===== src/rtl/sync_fifo_flags_if.sv =====
// Handshake and status bundle for sync_fifo_flags.
// master = producer/consumer side, slave = FIFO side.
interface sync_fifo_flags_if #(
  parameter int DATA_WIDTH = 16,
  parameter int ADDR_WIDTH = 4
);
  logic                  flush;
  logic [DATA_WIDTH-1:0] wr_data;
  logic                  wr_en;
  logic                  full;
  logic                  almost_full;
  logic                  rd_en;
  logic [DATA_WIDTH-1:0] rd_data;
  logic                  rd_valid;
  logic                  empty;
  logic                  almost_empty;
  logic [ADDR_WIDTH:0]   count;
  logic                  overflow;
  logic                  underflow;

  modport master (
    output flush, wr_data, wr_en, rd_en,
    input  full, almost_full, rd_data, rd_valid,
    input  empty, almost_empty, count,
    input  overflow, underflow
  );

  modport slave (
    input  flush, wr_data, wr_en, rd_en,
    output full, almost_full, rd_data, rd_valid,
    output empty, almost_empty, count,
    output overflow, underflow
  );
endinterface


===== src/rtl/sync_fifo_flags.sv =====
// Single-clock FIFO with occupancy count, thresholds,
// optional FWFT read, flush and sticky error flags.
module sync_fifo_flags #(
  parameter int DATA_WIDTH = 16,
  parameter int ADDR_WIDTH = 4,
  parameter int FWFT       = 0,
  parameter int AF_THRESH  = (1 << ADDR_WIDTH) - 2,
  parameter int AE_THRESH  = 2
) (
  input  logic clk,
  input  logic rst,
  sync_fifo_flags_if.slave bus
);
  localparam int DEPTH = 1 << ADDR_WIDTH;
  localparam int CW    = ADDR_WIDTH + 1;

  logic [DATA_WIDTH-1:0] mem_q [DEPTH];
  logic [ADDR_WIDTH-1:0] wr_ptr_q, wr_ptr_d;
  logic [ADDR_WIDTH-1:0] rd_ptr_q, rd_ptr_d;
  logic [CW-1:0]         count_q, count_d;
  logic                  ovf_q, ovf_d;
  logic                  unf_q, unf_d;
  logic                  full, empty;
  logic                  wr_acc, rd_acc;

  assign full   = (count_q == CW'(DEPTH));
  assign empty  = (count_q == '0);
  assign rd_acc = bus.rd_en && !empty;
  assign wr_acc = bus.wr_en && (!full || bus.rd_en);

  assign bus.full         = full;
  assign bus.empty        = empty;
  assign bus.almost_full  = (count_q >= CW'(AF_THRESH));
  assign bus.almost_empty = (count_q <= CW'(AE_THRESH));
  assign bus.count        = count_q;
  assign bus.overflow     = ovf_q;
  assign bus.underflow    = unf_q;

  // next-state for pointers, count and error flags
  always_comb begin
    wr_ptr_d = wr_ptr_q;
    rd_ptr_d = rd_ptr_q;
    count_d  = count_q;
    ovf_d    = ovf_q;
    unf_d    = unf_q;
    if (bus.flush) begin
      wr_ptr_d = '0;
      rd_ptr_d = '0;
      count_d  = '0;
      ovf_d    = 1'b0;
      unf_d    = 1'b0;
    end else begin
      if (wr_acc) wr_ptr_d = wr_ptr_q + 1'b1;
      if (rd_acc) rd_ptr_d = rd_ptr_q + 1'b1;
      unique case ({wr_acc, rd_acc})
        2'b10:   count_d = count_q + CW'(1);
        2'b01:   count_d = count_q - CW'(1);
        default: count_d = count_q;
      endcase
      if (bus.wr_en && !wr_acc) ovf_d = 1'b1;
      if (bus.rd_en && !rd_acc) unf_d = 1'b1;
    end
  end

  // control state register
  always_ff @(posedge clk) begin
    if (rst) begin
      wr_ptr_q <= '0;
      rd_ptr_q <= '0;
      count_q  <= '0;
      ovf_q    <= 1'b0;
      unf_q    <= 1'b0;
    end else begin
      wr_ptr_q <= wr_ptr_d;
      rd_ptr_q <= rd_ptr_d;
      count_q  <= count_d;
      ovf_q    <= ovf_d;
      unf_q    <= unf_d;
    end
  end

  // storage write; contents survive flush and reset
  always_ff @(posedge clk) begin
    if (wr_acc && !rst && !bus.flush)
      mem_q[wr_ptr_q] <= bus.wr_data;
  end

  if (FWFT != 0) begin : gen_fwft
    assign bus.rd_data  = empty ? '0 : mem_q[rd_ptr_q];
    assign bus.rd_valid = !empty;
  end else begin : gen_std
    logic [DATA_WIDTH-1:0] rd_data_q;
    logic                  rd_valid_q;

    // registered read port, data held when idle
    always_ff @(posedge clk) begin
      if (rst) begin
        rd_data_q  <= '0;
        rd_valid_q <= 1'b0;
      end else if (bus.flush) begin
        rd_valid_q <= 1'b0;
      end else begin
        rd_valid_q <= rd_acc;
        if (rd_acc) rd_data_q <= mem_q[rd_ptr_q];
      end
    end

    assign bus.rd_data  = rd_data_q;
    assign bus.rd_valid = rd_valid_q;
  end
endmodule


===== src/flat_wrapper.sv =====
// flat-port wrapper written by rule: the top's interface ports become plain ports
module sync_fifo_flags_flat 
#(
  parameter int DATA_WIDTH = 16,
  parameter int ADDR_WIDTH = 4,
  parameter int FWFT       = 0,
  parameter int AF_THRESH  = (1 << ADDR_WIDTH) - 2,
  parameter int AE_THRESH  = 2
)
  (clk, rst, bus_flush, bus_wr_data, bus_wr_en, bus_rd_en, bus_full, bus_almost_full, bus_rd_data, bus_rd_valid, bus_empty, bus_almost_empty, bus_count, bus_overflow, bus_underflow);
  sync_fifo_flags_if #(.DATA_WIDTH(DATA_WIDTH), .ADDR_WIDTH(ADDR_WIDTH)) bus_i ();
  input  logic clk;
  input  logic rst;
  input wire logic [$bits(bus_i.flush)-1:0] bus_flush;
  input wire logic [$bits(bus_i.wr_data)-1:0] bus_wr_data;
  input wire logic [$bits(bus_i.wr_en)-1:0] bus_wr_en;
  input wire logic [$bits(bus_i.rd_en)-1:0] bus_rd_en;
  output wire logic [$bits(bus_i.full)-1:0] bus_full;
  output wire logic [$bits(bus_i.almost_full)-1:0] bus_almost_full;
  output wire logic [$bits(bus_i.rd_data)-1:0] bus_rd_data;
  output wire logic [$bits(bus_i.rd_valid)-1:0] bus_rd_valid;
  output wire logic [$bits(bus_i.empty)-1:0] bus_empty;
  output wire logic [$bits(bus_i.almost_empty)-1:0] bus_almost_empty;
  output wire logic [$bits(bus_i.count)-1:0] bus_count;
  output wire logic [$bits(bus_i.overflow)-1:0] bus_overflow;
  output wire logic [$bits(bus_i.underflow)-1:0] bus_underflow;
  assign bus_i.flush = bus_flush;
  assign bus_i.wr_data = bus_wr_data;
  assign bus_i.wr_en = bus_wr_en;
  assign bus_i.rd_en = bus_rd_en;
  assign bus_full = bus_i.full;
  assign bus_almost_full = bus_i.almost_full;
  assign bus_rd_data = bus_i.rd_data;
  assign bus_rd_valid = bus_i.rd_valid;
  assign bus_empty = bus_i.empty;
  assign bus_almost_empty = bus_i.almost_empty;
  assign bus_count = bus_i.count;
  assign bus_overflow = bus_i.overflow;
  assign bus_underflow = bus_i.underflow;
  sync_fifo_flags #(.DATA_WIDTH(DATA_WIDTH), .ADDR_WIDTH(ADDR_WIDTH), .FWFT(FWFT), .AF_THRESH(AF_THRESH), .AE_THRESH(AE_THRESH)) u_core (.clk(clk), .rst(rst), .bus(bus_i));
endmodule

===== config.mk =====
export PLATFORM = sky130hd
export DESIGN_NAME = sync_fifo_flags_flat
export DESIGN_NICKNAME = d
export VERILOG_FILES = /design/src/rtl/sync_fifo_flags_if.sv /design/src/rtl/sync_fifo_flags.sv /design/src/flat_wrapper.sv
export SDC_FILE = /design/constraint.sdc
export NUM_CORES = 1
export LEC_CHECK = 0
export BUFFER_PORTS_ARGS = -buffer_cell sky130_fd_sc_hd__clkbuf_2
export CAP_MARGIN = 15
export CORE_ASPECT_RATIO = 1.75
export CORE_MARGIN = 5
export CORE_UTILIZATION = 45
export CTS_BUF_LIST = sky130_fd_sc_hd__clkbuf_4 sky130_fd_sc_hd__clkbuf_8
export CTS_CLUSTER_DIAMETER = 100
export DETAILED_ROUTE_END_ITERATION = 8
export PLACE_DENSITY = 0.64
export SLEW_MARGIN = 15
export SYNTH_ARGS = -nofsm -noshare
export SYNTH_HDL_FRONTEND = slang
export SYNTH_SLANG_ARGS = --single-unit

===== constraint.sdc =====
create_clock -name clk -period 5.9 [get_ports clk]
set_input_delay 0.295 -clock clk [delete_from_list [all_inputs] [get_ports clk]]
set_output_delay 0.295 -clock clk [all_outputs]
set_load 0.02 [all_outputs]

==> metrics.txt, run 1 <==
DRC errors left 0; mapped cell area 0.0113 mm²; CTS H-tree depth 2; status completed; core footprint 0.0250 mm²; Hold Buf Count CTS 0; CP Data Required Time 6.35 ns; Skew-Pair Late Insertion Delay 0.53 ns; WL/cell 22.6 µm; Site Rows 77; Post-CTS Setup Repair Bufs 0; CP Max Fanout 9; DR vias/cell 5.59; Mapped Avg Cell Area 17.3 µm²; I/O Pins 49; Num CTS Buffers 38; Placed Instance Area 0.0120 mm²; Clock Path Buffers 3; Die Ht 220 µm; Horiz. Die Dim 130 µm; initial DRC count 408; Rel. slew slack 33.2%; Synth cell types 44; Starting Density 45.3%; final worst-path setup slack 2.51 ns; setup TNS 0 ns; Ant. Diodes 0; crit path capture type flop; post-synth top area share 67.8%; die area 0.0286 mm²; Syn Inst Count 654; total grt overflow 0; RSZ-0062 raised after global routing no; initial antenna violation count 0; Arr. time, crit path 3.84 ns; Pwr Density 303 mW/mm²; Global Route Usage Sum 17.6%; Yosys reg bits 288; vias in the first global route 6288; fillcell total 2083; Fin. Hold Viols 0; max cap viols 0; nets@finish 759; pre-CTS setup slack 2.68 ns; Area Overhead vs Synth 12.4%; min Tclk post-route 3.39 ns; first-pass GRT wire length 37.0 mm; root buf cell clkbuf_8; CTS tree done; Clock Sinks 288; Synth Net Count 685; Clock Skew 0.0165 ns; Ys Warns 0; Max Fclk 295 MHz; cell taking the most area after synthesis edfxtp_1; DPL Wire Length 15.3 mm; critical path class reg -> reg; top cells by area, synth edfxtp_1 (68%), mux4_2 (6.4%), dfxtp_1 (5.7%); IO buf count 48; crit path launch type flop; post-layout instance area 0.0127 mm²; Antenna Violating Nets Remaining 0; Worst Hold Class in -> reg; largest net degree at the start of global routing 41; post-synthesis sequential area ratio 73.5%; share of cells above drive strength 1 24.0%; Clk pin slew, worst setup/hold paths 0.06 ns; Resized Gates After CTS 0; final hold slack 0.0490 ns; Total Wirelength 24.3 mm; final setup fails 0; leakage 0.00414 µW; Worst Tran Pin Value 0.999 ns; Final Max Slew Viols 0; maximum VDD drop 0.116 mV; TritonRoute pass-1 iters 5; Vias 6003; Final Util 50.9%; Final GP Congestion 0.830; fin crit share 57.5%
metal layers:
| layer | global-route usage, % | vias up | part of all wire [%] |
|---|---|---|---|
| li1 | - | 2727 | - |
| met1 | 20.0 | 3033 | 37 |
| met2 | 32.8 | 190 | 55 |
| met3 | 2.47 | 53 | 5.0 |
| met4 | 6.59 | 0 | 3.4 |
| met5 | 0 | - | 0 |
worst max-delay path, cell delays in order (launching register included):
cell and delay (ns):
dfxtp_1 0.39, or4_4 0.59, o31a_1 0.40, inv_1 0.10, ha_1 0.27, inv_1 0.10
fa_1 0.39, nor2b_1 0.20, o21ai_0 0.16, a211oi_1 0.37, o21ai_0 0.17, a21oi_1 0.19
power breakdown:
group	internal (µW)	switching (µW)	leakage, µW	total, µW
registers	2230	11.2	0.00256	2240
logic	42.4	82.0	0.00115	124
clock network	819	685	0.000417	1500
total	3090	778	0.00414	3870
state kept, by name (all words and copies together), names as in the netlist:
name	flops
u_core.rd_ptr_q	4
u_core.mem_q	256
u_core.bus.rd_valid	1
u_core.bus.count	5
u_core.bus.rd_data	16
u_core.bus.underflow	1
u_core.bus.overflow	1
u_core.wr_ptr_q	4
layout make-up:
class	count	area [µm²]	share of cell area, %
Tap cell	316	395	3.10
Multi-Input combinational cell	319	2780	21.8
Clock inverter	16	118	0.923
Inverter	10	37.5	0.294
Timing Repair Buffer	71	413	3.24
Sequential cell	288	8340	65.4
Clock buffer	54	668	5.24
cell usage in the layout, fill, tap and decap left out, types with 11 or more instances in the layout:
cell      Yosys  final
a211oi_1     15     15
a21oi_1      37     37
a22oi_1      11     11
buf_4         7     23
clkbuf_2      0     48
clkbuf_4      0     12
clkbuf_8      0     42
dfxtp_1      32     30
edfxtp_1    256    256
mux2i_1      56     56
mux4_2       32     32
nand2_1      11     11
nor2_1       49     48
nor2b_1      17     16
o21bai_1     14     14
worst paths after layout:
kind | from | to | slack (ns) | depth (start not counted)
worst max-delay path | u_core.bus.count[0] | u_core.bus.count[4] | 2.51 | 11
worst min register to register | u_core.bus.overflow | u_core.bus.overflow | 0.49 | 2
worst max register to register | u_core.bus.count[0] | u_core.bus.count[4] | 2.51 | 11
worst min-delay path | bus_wr_en | u_core.bus.overflow | 0.05 | 3
synth_stat cells:
| cell type | number |
|---|---|
| mux2i_1 | 56 |
| ha_1 | 9 |
| xnor2_1 | 2 |
| a21oi_1 | 37 |
| o31a_1 | 1 |
| nand2_1 | 11 |
| nor3_1 | 2 |
| nand2_4 | 1 |
| a2111oi_0 | 6 |
| nor2_1 | 49 |
| a211oi_1 | 15 |
| o21ai_4 | 1 |
| or2_2 | 1 |
| buf_4 | 7 |
| and2_1 | 1 |
| nand3_1 | 5 |
| a21o_1 | 1 |
| dfxtp_1 | 32 |
| or4_1 | 1 |
| nor4_1 | 2 |
| mux4_2 | 32 |
| o21ai_0 | 3 |
| buf_2 | 13 |
| xor2_1 | 6 |
| nor2b_1 | 17 |
| a22o_1 | 5 |
| a22oi_1 | 11 |
| nor4b_1 | 1 |
| buf_1 | 1 |
| o31ai_1 | 1 |
| a31oi_1 | 9 |
| clkbuf_1 | 14 |
| mux2_2 | 10 |
| nand4_2 | 1 |
| buf_6 | 2 |
| inv_1 | 10 |
| o21bai_1 | 14 |
| or3_1 | 2 |
| edfxtp_1 | 256 |
| o221ai_1 | 1 |
| nand2b_1 | 2 |
| a221oi_1 | 1 |
| or4_4 | 1 |
| fa_1 | 1 |
through the flow:
step	std cells	total power, µW
6_report	1074	3870
5_1_grt	1074	4010
4_1_cts	1074	3910
3_5_place_dp	1004	2410
3_3_place_gp	1004	2400
2_1_floorplan	654	2350
logic make-up after synthesis:
family          Yosys count  share of synthesized area [%]
compound gates          106                           6.27
xor+xnor                  8                          0.618
fa+ha+maj                10                           1.17
buf+inv                  47                           2.06
flops                   288                           73.5
mux                      98                           12.3
simple gates             97                           4.13
Power figures use the tool's default switching activity.
==> run 2, diff against run 1 <==
--- a/config.mk
+++ b/config.mk
@@ -13,7 +13,7 @@
 export CTS_BUF_LIST = sky130_fd_sc_hd__clkbuf_4 sky130_fd_sc_hd__clkbuf_8
 export CTS_CLUSTER_DIAMETER = 100
 export DETAILED_ROUTE_END_ITERATION = 8
-export PLACE_DENSITY = 0.64
+export PLACE_DENSITY = 0.67
 export SLEW_MARGIN = 15
 export SYNTH_ARGS = -nofsm -noshare
 export SYNTH_HDL_FRONTEND = slang
==> constraint.sdc (replaced) <==
create_clock -name clk -period 2.78 [get_ports clk]
set_input_delay 0.139 -clock clk [delete_from_list [all_inputs] [get_ports clk]]
set_output_delay 0.139 -clock clk [all_outputs]
set_load 0.02 [all_outputs]
==> metrics.txt, run 2 (synthesized netlist as in run 1, its figures left out) <==
status completed; most common cell after layout, fill and taps aside edfxtp_1; CP top delay family simple AND/OR/NAND/NOR gates; Starting Density 45.3%; most frequent cells in the layout edfxtp_1 (256), mux2i_1 (56), nor2_1 (48), clkbuf_2 (48), buf_4 (45); Area Overhead vs Synth 15.2%; core footprint 0.0250 mm²; post-layout instance area 0.0131 mm²; Psw 1740 µW; Arr. time, crit path 3.19 ns; critical path class reg -> reg; I/O Pins 49; Sw Ratio 21.1%; Rel. slew slack 42.6%; Num CTS Buffers 40; Clock Skew 0.0215 ns; total grt overflow 0; Worst Path Buf+Inv 2; worst-path cell chain or4_4, o31a_1, inv_2, ha_4, inv_2, fa_2, nor2b_2, o21ai_2, nor4b_2, or3_1, a21oi_1; RSZ-0062 raised after global routing no; share of cells above drive strength 1 27.5%; Logic pwr share 3.7%; CTS H-tree depth 2; DR vias/cell 5.62; Clock Path Buffers 3; initial DRC count 633; Clock Sinks 288; Final GP Congestion 0.847; max incr delay on CP 0.57 ns; leakage 0.00429 µW; CP Data Required Time 3.25 ns; Die Ht 220 µm; Skew-Pair Late Insertion Delay 0.54 ns; Internal 6490 µW; Site Rows 77; Worst Tran Pin Value 0.858 ns; Worst Hold Class in -> reg; Final Power 8230 µW; crit path launch type flop; CP Max Fanout 4; Pwr Density 630 mW/mm²; Biggest register u_core.mem_q; setup TNS 0 ns; Clock power frac 38.6%; IO buf count 48; Placed Instance Area 0.0122 mm²; CP dominant cell by count inv_2; sequential share of power 57.7%; Max Fclk 367 MHz; max reg flops 256; Fin. Hold Viols 0; initial antenna violation count 1; die area 0.0286 mm²; fillcell total 2043; Antenna Violating Nets Remaining 0; CTS tree done; DPL Wire Length 15.6 mm; r2r setup slk 0.05 ns; TritonRoute pass-1 iters 7; vias in the first global route 6675; largest net degree at the start of global routing 44; DRC errors left 0; final setup fails 0; Vias 6236; min Tclk post-route 2.73 ns; Global Route Usage Sum 18.2%; Slowest-stage cell, CP or4_4; first-pass GRT wire length 38.7 mm; root buf cell clkbuf_8; max cap viols 0; WL/cell 22.8 µm; Register Area 0.00834 mm²; fin crit share 98.1%; nets@finish 792; Total Wirelength 25.4 mm; Final Max Slew Viols 0; multi-input logic area 0.00281 mm²; Horiz. Die Dim 130 µm; crit path capture type flop; maximum VDD drop 0.238 mV; Clk pin slew, worst setup/hold paths 0.07 ns
run 2: power by group through the flow:
stage | sequential (µW) | combinational (µW) | clock (µW)
6_report | 4740 | 304 | 3180
5_1_grt | 4740 | 332 | 3440
4_1_cts | 4740 | 304 | 3260
3_5_place_dp | 4840 | 290 | 0
3_3_place_gp | 4840 | 275 | 0
2_1_floorplan | 4850 | 139 | 0
run 2: worst reg2reg max path, cell delays in order, from the launching register on:
cell,delay [ns]
dfxtp_2,0.32
or4_4,0.57
o31a_1,0.29
inv_2,0.07
ha_4,0.15
inv_2,0.05
fa_2,0.34
nor2b_2,0.15
o21ai_2,0.09
nor4b_2,0.17
or3_1,0.32
a21oi_1,0.14
run 2: area by class of cell:
class                      instances  area share [%]
tap                              316            3.03
inverter                          10           0.287
clock buffer                      54            5.07
antenna                            1          0.0192
sequential                       288            63.9
timing repair buffer             102            5.35
multi-input combinational        319            21.5
clock inverter                    20           0.872
run 2: layer usage:
metal | wire length [µm] | vias up | share of wire, % | track usage (%)
met5 | 0 | - | 0 | 0
met4 | 601 | 0 | 2.4 | 5.65
met3 | 1360 | 43 | 5.4 | 2.60
met2 | 13900 | 237 | 55 | 33.5
met1 | 9450 | 3165 | 37 | 21.8
li1 | - | 2791 | - | -
run 2: worst paths after layout:
| kind | depth (start not counted) | startpoint | end |
|---|---|---|---|
| worst min-delay path | 1 | bus_wr_data[13] | u_core.mem_q[12][13] |
| worst max register to register | 11 | u_core.bus.count[0] | u_core.bus.count[4] |
| worst min register to register | 2 | u_core.bus.underflow | u_core.bus.underflow |
| worst max-delay path | 11 | u_core.bus.count[0] | u_core.bus.count[4] |
run 2: per-stage QoR:
step                      instances  hold WS [ns]  setup slack (ns)  util [%]
final                          1110        0.0352            0.0541      52.1
after global routing           1110        0.0322           0.00266      52.1
after CTS                      1109      0.000237           0.00359      52.1
after detailed placement       1028         0.445           -0.0777      48.7
after global placement         1028         0.405            0.0579      48.7
after floorplan                 654         0.238           -0.0447         -
run 2: repair_timing:
item / CTS / global route
pin swaps: 1 / 3
hold buffers: 6 / 0
setup endpoints to repair: 1 / 1
hold endpoints to repair: 44 / 0
gates resized for setup: 5 / 1
setup buffers: 1 / 0
